`src/rtl/target_cmd_arbiter.sv`:
```
// Round-robin arbiter for the target-to-host command channel.
// Writes params and command, polls for ack, reads back the response.
module target_cmd_arbiter #(
  parameter int NUM_REQ        = 2,
  parameter int POLL_INTERVAL  = 16,
  parameter int TIMEOUT_CYCLES = 1000000
) (
  input  logic                     clk,
  input  logic                     reset_n,
  input  logic [NUM_REQ-1:0]       req_valid,
  input  logic [16*NUM_REQ-1:0]    req_cmd,
  input  logic [128*NUM_REQ-1:0]   req_param,
  output logic [NUM_REQ-1:0]       req_ready,
  output logic [NUM_REQ-1:0]       rsp_valid,
  output logic [15:0]              rsp_code,
  output logic [127:0]             rsp_data,
  output logic                     busy,
  output logic [7:0]               reg_addr,
  output logic                     reg_wr,
  output logic [31:0]              reg_wdata,
  output logic                     reg_rd,
  input  logic [31:0]              reg_rdata
);

  localparam int IW = (NUM_REQ > 1) ? $clog2(NUM_REQ) : 1;
  localparam logic [IW-1:0] PTR_RST = IW'(NUM_REQ - 1);
  localparam logic [31:0] PMAX = 32'(POLL_INTERVAL - 1);
  localparam logic [31:0] TLIM = 32'(TIMEOUT_CYCLES - 1);

  typedef enum logic [2:0] {
    IDLE,
    WR_PARAM,
    WR_CMD,
    WAIT,
    POLL_RD,
    POLL_CHK,
    RD_RSP,
    DONE
  } state_t;

  typedef struct packed {
    logic [15:0]  cmd;
    logic [127:0] param;
  } cmd_t;

  state_t      state, state_n;
  logic [IW-1:0] ptr, gnt, gidx;
  logic        any_req;
  cmd_t        cmd_q;
  logic [2:0]  cnt;
  logic [31:0] pcnt;
  logic [31:0] tcnt;
  logic        ack;
  logic        tout;
  logic [1:0]  widx;
  int          idx;

  assign ack  = (reg_rdata[31:16] == 16'h6F6B);
  assign tout = (tcnt >= TLIM);
  assign widx = 2'(cnt - 3'd1);

  // Round-robin search starting one past the last winner.
  always_comb begin
    any_req = 1'b0;
    gidx    = '0;
    idx     = 0;
    for (int k = 1; k <= NUM_REQ; k++) begin
      idx = int'(ptr) + k;
      if (idx >= NUM_REQ) idx = idx - NUM_REQ;
      if (!any_req && req_valid[idx]) begin
        any_req = 1'b1;
        gidx    = IW'(idx);
      end
    end
  end

  // State register.
  always_ff @(posedge clk or negedge reset_n) begin
    if (!reset_n) state <= IDLE;
    else          state <= state_n;
  end

  // Next-state and register-window strobes.
  always_comb begin
    state_n   = state;
    req_ready = '0;
    rsp_valid = '0;
    reg_addr  = 8'h00;
    reg_wr    = 1'b0;
    reg_wdata = 32'h0;
    reg_rd    = 1'b0;
    busy      = (state != IDLE);
    unique case (state)
      IDLE: begin
        if (any_req && reset_n) begin
          req_ready[gidx] = 1'b1;
          busy            = 1'b1;
          state_n         = WR_PARAM;
        end
      end
      WR_PARAM: begin
        reg_wr    = 1'b1;
        reg_addr  = {4'h2, cnt[1:0], 2'b00};
        reg_wdata = cmd_q.param[cnt[1:0]*32 +: 32];
        if (cnt[1:0] == 2'd3) state_n = WR_CMD;
      end
      WR_CMD: begin
        reg_wr    = 1'b1;
        reg_wdata = {16'h636D, cmd_q.cmd};
        state_n   = WAIT;
      end
      WAIT: begin
        if (tout)              state_n = DONE;
        else if (pcnt == PMAX) state_n = POLL_RD;
      end
      POLL_RD: begin
        reg_rd  = 1'b1;
        state_n = tout ? DONE : POLL_CHK;
      end
      POLL_CHK: begin
        if (ack)       state_n = RD_RSP;
        else if (tout) state_n = DONE;
        else           state_n = WAIT;
      end
      RD_RSP: begin
        if (cnt < 3'd4) begin
          reg_rd   = 1'b1;
          reg_addr = {4'h4, cnt[1:0], 2'b00};
        end else begin
          state_n = DONE;
        end
      end
      DONE: begin
        rsp_valid[gnt] = 1'b1;
        state_n        = IDLE;
      end
      default: state_n = IDLE;
    endcase
  end

  // Grant latch, counters and response capture.
  always_ff @(posedge clk or negedge reset_n) begin
    if (!reset_n) begin
      ptr      <= PTR_RST;
      gnt      <= '0;
      cmd_q    <= '0;
      cnt      <= '0;
      pcnt     <= '0;
      tcnt     <= '0;
      rsp_code <= '0;
      rsp_data <= '0;
    end else begin
      cnt  <= (state_n != state) ? 3'd0 : cnt + 3'd1;
      pcnt <= (state == WAIT && state_n == WAIT) ? pcnt + 32'd1 : 32'd0;
      if (state == WAIT || state == POLL_RD || state == POLL_CHK) begin
        if (tcnt != 32'hFFFF_FFFF) tcnt <= tcnt + 32'd1;
      end
      unique case (state)
        IDLE: begin
          if (any_req) begin
            ptr         <= gidx;
            gnt         <= gidx;
            cmd_q.cmd   <= req_cmd[gidx*16 +: 16];
            cmd_q.param <= req_param[gidx*128 +: 128];
          end
        end
        WR_CMD: tcnt <= '0;
        WAIT, POLL_RD: begin
          if (tout) begin
            rsp_code <= 16'hFFFF;
            rsp_data <= '0;
          end
        end
        POLL_CHK: begin
          if (ack) begin
            rsp_code <= reg_rdata[15:0];
          end else if (tout) begin
            rsp_code <= 16'hFFFF;
            rsp_data <= '0;
          end
        end
        RD_RSP: begin
          if (cnt != 3'd0) rsp_data[widx*32 +: 32] <= reg_rdata;
        end
        default: ;
      endcase
    end
  end

endmodule
```
`config.mk`:
```
export PLATFORM = sky130hd
export DESIGN_NAME = target_cmd_arbiter
export DESIGN_NICKNAME = d
export VERILOG_FILES = /design/src/rtl/target_cmd_arbiter.sv
export SDC_FILE = /design/constraint.sdc
export NUM_CORES = 1
export LEC_CHECK = 0
export BUFFER_PORTS_ARGS = -buffer_cell sky130_fd_sc_hd__buf_2
export CAP_MARGIN = 20
export CELL_PAD_IN_SITES_DETAIL_PLACEMENT = 1
export CELL_PAD_IN_SITES_GLOBAL_PLACEMENT = 2
export CORE_UTILIZATION = 33
export CTS_BUF_LIST = sky130_fd_sc_hd__clkbuf_8
export CTS_CLUSTER_SIZE = 12
export DETAILED_ROUTE_END_ITERATION = 10
export PLACE_DENSITY_LB_ADDON = 0.3
export SLEW_MARGIN = 10
export SYNTH_ARGS = -nofsm -noshare
export SYNTH_HDL_FRONTEND = slang
export SYNTH_SLANG_ARGS = --single-unit
```
`constraint.sdc`:
```
create_clock -name clk -period 3.1 [get_ports clk]
set_input_delay 0.31 -clock clk [delete_from_list [all_inputs] [get_ports clk]]
set_output_delay 0.31 -clock clk [all_outputs]
set_load 0.005 [all_outputs]
```
==> impl_metrics.yaml, run 1 <==
run_status:
  status: "finished, final reports clean"
timing:
  setup_ws_ns: 0.246
  hold_violations: 0
  tightest_slew_ns: 0.916
  slew_headroom: 0.388
  finalCritPeriodShare: 0.920
  rsz0062_at_grt: "no"
  setup_tns_ns: 0
  fmax_mhz: 350
  fin_skew_ns: 0.0423
  post-route-min-period_ns: 2.85
  maxSlewViolCount: 0
  finalSetupViolCount: 0
pwr:
  power.share.combinational: 0.332
  swShare: 0.341
  switching_power_mw: 5.49
  power_density_nw_per_um2: 684
  pwr-share-seq: 0.397
  clkPwrFrac: 0.271
  leakagePower_nw: 11.4
  ir_drop_v: 0.000306
  intPower_mw: 10.6
clocking:
  clock_latency_ns: 0.63
  clockBufferDepth: 3
  h-tree-depth: 3
  cts_buffers: 66
  cts_root_buf: "clkbuf_8"
  clk_pin_slew_ns: 0.06
  cts_tree: "yes"
  cts_sinks: 360
global_route:
  grt_pass1_wl_um: 91800
  grt_max_degree: 129
  overflow: 0
  antenna_found_initial: 11
  track_usage: 0.231
  grt_pass1_vias: 16000
worst_setup_path:
  cp_cell_sequence: "buf_4, nand2b_1, nor2_4, buf_4, nand2_1, nand2_1, buf_2"
  worst_setup_path_end_kind: "output port"
  slowest_stage: "dfrtp_1"
  crit_arrival_ns: 2.54
  cpPeakStageDelay_ns: 0.48
  critPathTopFamily: "buffers and inverters"
  startpoint_type: "register"
  worstSetupPathType: "reg2out"
  cp_max_fo: 33
  worstPathRequired_ns: 2.79
  crit_buf_inv: 3
  timing.rr.start: "tcnt[0]"
  setup.worst_path.start: "state[1]"
floorplanning:
  placement_rows: 82
  io_pins: 515
  die_w_um: 228
  die_h_um: 228
  die-area_sq_um: 51800
  initial_utilization: 0.335
  core_sq_um: 50200
placed_design:
  place.gp.congestion: 0.798
  pre_cts_slack_ns: 0.444
  dp_cells: 2630
  hpwl_um: 41700
  numPortBuffers: 510
detailed_routing:
  first_pass_iters: 5
  routed_wl_um: 60300
  ant_nets: 0
  avgRoutedWirePerCell_um: 20.4
  vias: 15100
  vias_per_cell: 5.12
  first_iter_violations: 788
  drc: 0
synth:
  synth_seq_area_share: 0.537
  synth.avg_cell_area_sq_um: 11.1
  synth_edf_count: 0
  ys_types: 59
  synth-async-reset-ratio: 1.00
  ys_ff_latch: 360
  yosysWarnings: 0
  post_synth_instance_area_sq_um: 16800
  synth-main-ff-cell: "dfrtp_1"
  synth_cells: 1510
final_layout:
  multi_input_area_sq_um: 7320
  layout.cells.non_filler: 2951
  syn_to_final_growth_pct: 40.4
  drive_above_1_share: 0.306
  fillers: 5677
  postLayoutCoreUtil: 0.470
  nets: 2568
  regArea_sq_um: 9010
hold_path:
  hold_path.class: "in2reg"
  min_from: "req_param[8]"
job:
  drv_cap: 0
-- flip-flops by register name, summed over array words and instances, names as in the netlist, 3 cells and up --
name and count:
rsp_data 128, tcnt 32, cnt 3, pcnt 32
cmd_q 144, rsp_code 16, state 3
-- final timing paths --
check | endpoint | slack, ns | cells after the start
max in group asynchronous | rsp_data[44] | 1.47 | 4
worst min register to register | pcnt[0] | 0.48 | 1
worst max register to register | rsp_data[60] | 0.43 | 8
worst max-delay path | reg_wdata[19] | 0.25 | 7
min in group asynchronous | cmd_q[113] | 0.16 | 2
worst min-delay path | cmd_q[8] | 0.05 | 3
-- power by group through the flow --
stage | Sequential, mW | Combinational, mW | Clock (mW)
2_1_floorplan | 6.22 | 3.28 | 0
3_3_place_gp | 6.41 | 4.94 | 0
3_5_place_dp | 6.46 | 5.03 | 0
4_1_cts | 6.39 | 5.39 | 4.51
5_1_grt | 6.52 | 5.92 | 4.72
6_report | 6.39 | 5.36 | 4.37
-- repair_timing --
item                                   CTS  global route
gates resized for setup                  0             0
endpoints found under the hold margin  239             2
hold buffers                           208             2
setup buffers                            0             0
-- worst min-delay path, stage by stage --
cell	delay [ns]
buf_2	0.08
mux2i_1	0.06
a21oi_1	0.17
-- kinds of logic after synthesis --
family	after synthesis	synth area share
compound gates	363	0.149
xor+xnor	48	0.0250
fa+ha+maj	8	0.00596
buf+inv	122	0.0311
flops	360	0.537
mux	177	0.129
other cells	1	0.000223
simple gates	431	0.123
-- routing by layer --
| metal | vias up | routed length (um) | track usage | share of wire |
|---|---|---|---|---|
| met3 | 118 | 3410 | 0.0576 | 0.057 |
| met2 | 467 | 30600 | 0.404 | 0.51 |
| li1 | 6930 | - | - | - |
| met5 | - | 64 | 0 | 0.0011 |
| met1 | 7582 | 24600 | 0.276 | 0.41 |
| met4 | 10 | 1630 | 0.0740 | 0.027 |
-- cells in the mapped netlist, types with 2 or more instances --
cell | n | area share
or3_1 | 12 | 0.0045
and2_1 | 16 | 0.0060
clkbuf_1 | 59 | 0.013
a21oi_1 | 162 | 0.048
buf_1 | 6 | 0.0013
nor3_1 | 10 | 0.0030
o211ai_1 | 2 | 0.00089
mux2i_1 | 144 | 0.086
o21ai_0 | 18 | 0.0054
and4_1 | 7 | 0.0037
nor4b_4 | 2 | 0.0028
o21a_1 | 2 | 0.00089
a21boi_1 | 2 | 0.00089
nand2_1 | 56 | 0.013
xor2_1 | 27 | 0.014
a22o_1 | 143 | 0.075
a21o_1 | 2 | 0.00089
and3_1 | 19 | 0.0071
o21ai_2 | 2 | 0.0010
inv_1 | 13 | 0.0029
o22a_1 | 16 | 0.0083
xnor2_1 | 21 | 0.011
nand4_1 | 25 | 0.0093
mux4_2 | 32 | 0.043
o21ai_1 | 3 | 0.00089
ha_1 | 8 | 0.0060
dfrtp_1 | 359 | 0.54
buf_4 | 5 | 0.0022
nand3_1 | 30 | 0.0089
nor4_1 | 12 | 0.0045
nor2_2 | 3 | 0.0011
buf_2 | 37 | 0.011
nor2_1 | 223 | 0.050
nand4_2 | 2 | 0.0015
nand3b_1 | 3 | 0.0013
nand2b_1 | 2 | 0.00075
nand4b_1 | 2 | 0.0010
a2bb2oi_1 | 2 | 0.0010
-- cell type report --
cell class | count | share of cell area
flip-flops and latches | 360 | 0.382
multi-input cells | 1031 | 0.311
repair buffers | 762 | 0.216
clock buffers | 75 | 0.0438
well taps | 672 | 0.0357
clock inverters | 33 | 0.00860
inverters | 15 | 0.00239
diodes | 3 | 0.000319
-- through the flow --
| stage | hold WS [ns] | cell area, sq um | power, mW |
|---|---|---|---|
| floorplan | 0.0144 | 16800 | 9.50 |
| global route | 0.00722 | 23600 | 17.2 |
| CTS | 0.0000145 | 23500 | 16.3 |
| detailed placement | 0.219 | 20200 | 11.5 |
| global placement | 0.221 | 20200 | 11.3 |
| finish | 0.0482 | 23600 | 16.1 |
-- cells in the final DEF, fill, tap and decap left out, types with 30 or more instances in the layout --
cell type      count
buf_2            509
inv_1             38
clkbuf_8          75
a21oi_1          162
mux2i_1          144
nand2_1           56
buf_4             33
dfrtp_1          357
nor2_1           222
a22o_1           143
nand3_1           30
mux4_2            32
dlygate4sd3_1    210
No activity file was read; power rests on OpenSTA's default activity.
==> inputs of run 2 (changes only) <==
Settings changed: REMOVE_ABC_BUFFERS set to 1.
==> run 2 against run 1 <==
Sequential cell count stayed put; first-iteration DRC count fell by 3.7%; power up 0.50%.
==> impl_metrics.yaml, run 2 (synthesis results as in run 1) <==
run_status:
  status: "finished, final reports clean"
pwr:
  leakagePower_nw: 11.2
  ir_drop_v: 0.000292
  power_mw: 16.2
  pwr-share-seq: 0.396
  power.share.combinational: 0.320
  switching_power_mw: 5.48
  intPower_mw: 10.7
  power_density_nw_per_um2: 698
  clkPwrFrac: 0.285
  swShare: 0.339
timing:
  whs_ns: 0.0345
  hold_violations: 0
  post-route-min-period_ns: 2.89
  rsz0062_at_grt: "no"
  finalCritPeriodShare: 0.933
  finalSetupViolCount: 0
  fmax_mhz: 346
  slew_headroom: 0.379
  tightest_slew_ns: 0.931
  fin_skew_ns: 0.0178
  setup_ws_ns: 0.206
  maxSlewViolCount: 0
worst_setup_path:
  r2r_cells: 5
  crit_arrival_ns: 2.58
  cp_max_fo: 17
  startpoint_type: "register"
  worst_setup_path_end_kind: "output port"
  worstSetupPathType: "reg2out"
  worstPathRequired_ns: 2.79
detailed_routing:
  avgRoutedWirePerCell_um: 20.0
  ant_nets: 0
  vias: 14900
  routed_wl_um: 58300
  vias_per_cell: 5.10
  first_pass_iters: 5
  first_iter_violations: 759
  drc: 0
clocking:
  clk_pin_slew_ns: 0.06
  h-tree-depth: 3
  clockBufferDepth: 3
  cts_root_buf: "clkbuf_8"
  clock_latency_ns: 0.61
  cts_sinks: 360
  cts_tree: "yes"
  cts_buffers: 66
floorplanning:
  core_sq_um: 50200
  die-area_sq_um: 51800
  initial_utilization: 0.335
  placement_rows: 82
  io_pins: 515
  die_w_um: 228
  die_h_um: 228
global_route:
  track_usage: 0.224
  grt_max_degree: 118
  overflow: 0
  antenna_found_initial: 14
  grt_pass1_wl_um: 89300
  grt_pass1_vias: 15300
placed_design:
  dp_cells: 2620
  place.gp.congestion: 0.790
  pre_cts_slack_ns: 0.605
  hpwl_um: 40000
  numPortBuffers: 510
job:
  drv_cap: 0
final_layout:
  mostFrequentLayoutCells: "buf_2, dfrtp_1, nor2_1"
  reg_top3: "cmd_q x144, rsp_data x128"
  nets: 2520
  syn_to_final_growth_pct: 38.1
  layout.cells.non_filler: 2913
  fillers: 5637
  postLayoutCoreUtil: 0.462
  top_register: "cmd_q"
  layout_commonest_cell: "buf_2"
  drive_above_1_share: 0.311
  largest_reg_flops: 144
hold_path:
  hold_path.class: "in2reg"
  hold-path-cell-count: 3
run 2: cell types whose count changed in the layout (fill, tap and decap cells not counted), sizes merged:
| cell | change |
|---|---|
| dlygate4sd3 | -38 |
| buf | -10 |
| clkbuf | +7 |
| diode | +4 |
| clkinvlp | +3 |
| inv | -3 |
| clkinv | -1 |
run 2: critical path: stages (launching register included):
cell and delay (ns):
dfrtp_1 0.54, buf_4 0.26, nor2_1 0.18, and2_2 0.57, a22o_1 0.24, buf_2 0.16
run 2: final timing paths:
kind,slack [ns],from,to
worst max-delay path,0.21,state[2],reg_wdata[13]
worst min-delay path,0.03,req_param[116],cmd_q[116]
worst max register to register,0.56,state[1],tcnt[22]
worst min register to register,0.48,rsp_code[13],rsp_code[13]
max in group asynchronous,1.55,reset_n,cmd_q[77]
min in group asynchronous,0.20,reset_n,rsp_data[124]
run 2: power by group through the flow:
| stage | logic (mW) | clock network (mW) | registers, mW |
|---|---|---|---|
| 2_1_floorplan | 3.31 | 0 | 6.42 |
| 3_3_place_gp | 4.85 | 0 | 6.42 |
| 3_5_place_dp | 4.96 | 0 | 6.48 |
| 4_1_cts | 5.25 | 4.77 | 6.41 |
| 5_1_grt | 5.75 | 4.99 | 6.55 |
| 6_report | 5.18 | 4.61 | 6.41 |
run 2: layout make-up:
class | count | area, sq um | share of cell area
sequential | 360 | 9010 | 0.389
clock buffer | 82 | 1130 | 0.0487
inverter | 15 | 56.3 | 0.00243
timing repair buffer | 714 | 4610 | 0.199
multi-input combinational | 1031 | 7320 | 0.316
tap | 672 | 841 | 0.0363
clock inverter | 32 | 199 | 0.00858
antenna | 7 | 17.5 | 0.000755
run 2: routing by layer:
layer | GRT usage | share of wire | up-vias
li1 | - | - | 6853
met1 | 0.284 | 0.43 | 7408
met2 | 0.374 | 0.48 | 489
met3 | 0.0570 | 0.071 | 96
met4 | 0.0673 | 0.022 | 6
met5 | 0 | 0.00074 | -
run 2: through the flow:
stage / area [sq um] / setup TNS, ns
after floorplan: 16300 / -2851.61
after global placement: 20100 / 0
after detailed placement: 20100 / 0
after CTS: 23200 / 0
after global routing: 23200 / 0
final: 23200 / 0
run 2: timing repair:
item	CTS	global route
resized for setup	0	0
endpoints found under the setup margin	0	0
hold endpoints to repair	240	0
setup buffers	0	0
hold buffers	172	0
==> inputs of run 3 (changes only) <==
Settings changed: CORE_UTILIZATION 33 to 30.
Clock period 3.1 ns to 2.5 ns, I/O delays scaled along.
==> run 3 against run 2 <==
Global-route usage down 0.38 points; combinational power up 46%; first-iteration DRC count down 27%; clock-buffer cell count up 4; highest routed layer is now met4; clock skew up 0.018 ns; critical endpoint is now reg_wdata[2]; worst hold slack better by 0.032 ns; non-clock buffer count up 187; sequential power up 24%; worst setup slack worse by 0.16 ns; design area up 9.1%; power up 31%.
==> impl_metrics.yaml, run 3 (synthesis results as in run 1) <==
run_status:
  status: "finished, final reports clean"
worst_setup_path:
  worstPathRequired_ns: 2.25
  cp_cell_sequence: "buf_12, buf_12, mux4_2, a22o_1, buf_2"
  slowest_stage: "mux4_2"
  critPathTopFamily: "multiplexers"
  cpPeakStageDelay_ns: 0.49
  worst_path_most_repeated_cell: "buf_12"
  crit_arrival_ns: 2.21
  worst_setup_path_end_kind: "output port"
  cp_max_fo: 9
  worstSetupPathType: "reg2out"
  crit_buf_inv: 3
  startpoint_type: "register"
  rrSetupSlack_ns: 0.14
floorplanning:
  core_sq_um: 55200
  die-area_sq_um: 56900
  die_h_um: 239
  initial_utilization: 0.304
  io_pins: 515
  die_w_um: 239
  placement_rows: 86
pwr:
  ir_drop_v: 0.000335
  leakagePower_nw: 12.1
  power_density_nw_per_um2: 839
timing:
  tightest_slew_ns: 0.687
  finalCritPeriodShare: 0.983
  post-route-min-period_ns: 2.46
  maxSlewViolCount: 0
  hold_violations: 0
  fmax_mhz: 407
  slew_headroom: 0.542
  rsz0062_at_grt: "yes"
  finalSetupViolCount: 0
  fin_skew_ns: 0.0353
global_route:
  track_usage: 0.220
  grt_pass1_vias: 17300
  grt_pass1_wl_um: 97200
  antenna_found_initial: 4
  grt_max_degree: 124
  overflow: 0
detailed_routing:
  avgRoutedWirePerCell_um: 19.7
  first_pass_iters: 5
  drc: 0
  routed_wl_um: 62600
  vias: 15800
  ant_nets: 0
  first_iter_violations: 552
  vias_per_cell: 4.96
final_layout:
  postLayoutCoreUtil: 0.458
  top_register: "cmd_q"
  fillers: 6264
  syn_to_final_growth_pct: 50.7
  layout_commonest_cell: "buf_2"
  drive_above_1_share: 0.311
  layout.cells.non_filler: 3177
  reg_top3: "cmd_q x144, rsp_data x128"
  mostFrequentLayoutCells: "buf_2, dfrtp_1, dlygate4sd3_1"
  nets: 2710
  largest_reg_flops: 144
clocking:
  cts_buffers: 69
  clk_pin_slew_ns: 0.06
  cts_root_buf: "clkbuf_8"
  clock_latency_ns: 0.64
  h-tree-depth: 3
  cts_tree: "yes"
  cts_sinks: 360
  clockBufferDepth: 3
placed_design:
  dp_cells: 2724
  hpwl_um: 41300
  place.gp.congestion: 0.781
  numPortBuffers: 510
job:
  drv_cap: 0
hold_path:
  hold_path.class: "in2reg"
run 3: area by class of cell:
| class | count | area (sq um) | area share |
|---|---|---|---|
| Antenna cell | 4 | 10.0 | 0.000396 |
| Clock buffer | 86 | 1180 | 0.0468 |
| Clock inverter | 32 | 170 | 0.00672 |
| Inverter | 15 | 56.3 | 0.00222 |
| Multi-Input combinational cell | 1031 | 7350 | 0.290 |
| Sequential cell | 360 | 9020 | 0.356 |
| Tap cell | 748 | 936 | 0.0370 |
| Timing Repair Buffer | 901 | 6590 | 0.260 |
run 3: metal layers:
metal | vias to the layer above | global-route usage | part of all wire
li1 | 7232 | - | -
met3 | 122 | 0.0532 | 0.063
met2 | 547 | 0.371 | 0.48
met5 | - | 0 | 0
met1 | 7871 | 0.274 | 0.42
met4 | 0 | 0.0773 | 0.029
run 3: timing repair:
| item | in CTS | in global routing |
|---|---|---|
| endpoints found under the hold margin | 644 | 0 |
| hold buffers | 314 | 0 |
| pin swaps | 3 | 0 |
| buffers inserted | 14 | 1 |
| gates resized for setup | 15 | 2 |
| setup endpoints to repair | 37 | 31 |
| gates cloned | 3 | 0 |
run 3: worst paths after layout:
| kind | startpoint | to | depth (start not counted) |
|---|---|---|---|
| max in group asynchronous | reset_n | rsp_code[14] | 3 |
| min | req_param[32] | cmd_q[32] | 3 |
| min in group asynchronous | reset_n | rsp_data[120] | 2 |
| min reg2reg | rsp_code[5] | rsp_code[5] | 1 |
| max reg2reg | tcnt[0] | rsp_data[8] | 8 |
| max | cnt[0] | reg_wdata[2] | 5 |
run 3: metrics by stage:
step           total power [mW]  worst slack (ns)  area, sq um  hold slack, ns  TNS (ns)
3_3_place_gp               14.3             0.219        20600           0.136         0
3_5_place_dp               14.5             0.183        20600           0.138         0
4_1_cts                    21.5           -0.0555        25300         0.00199    -0.341
6_report                   21.2            0.0433        25300          0.0668         0
2_1_floorplan              11.8            -19.88        16300         -0.0456  -3021.61
5_1_grt                    22.6           -0.0917        25300          0.0382     -1.29
run 3: worst register-to-register path: stages, from the launching register on:
cell and delay (ns):
dfrtp_1 0.38, ha_1 0.20, and3_1 0.19, nand3_1 0.16
a2111oi_4 0.42, o21a_1 0.33, o21ai_2 0.13, buf_12 0.18
a22o_1 0.27
run 3: power by group:
group          switching [mW]  internal [mW]
clock network            2.62           3.11
logic                    3.86           3.72
registers               0.776           7.15
total                    7.26           14.0
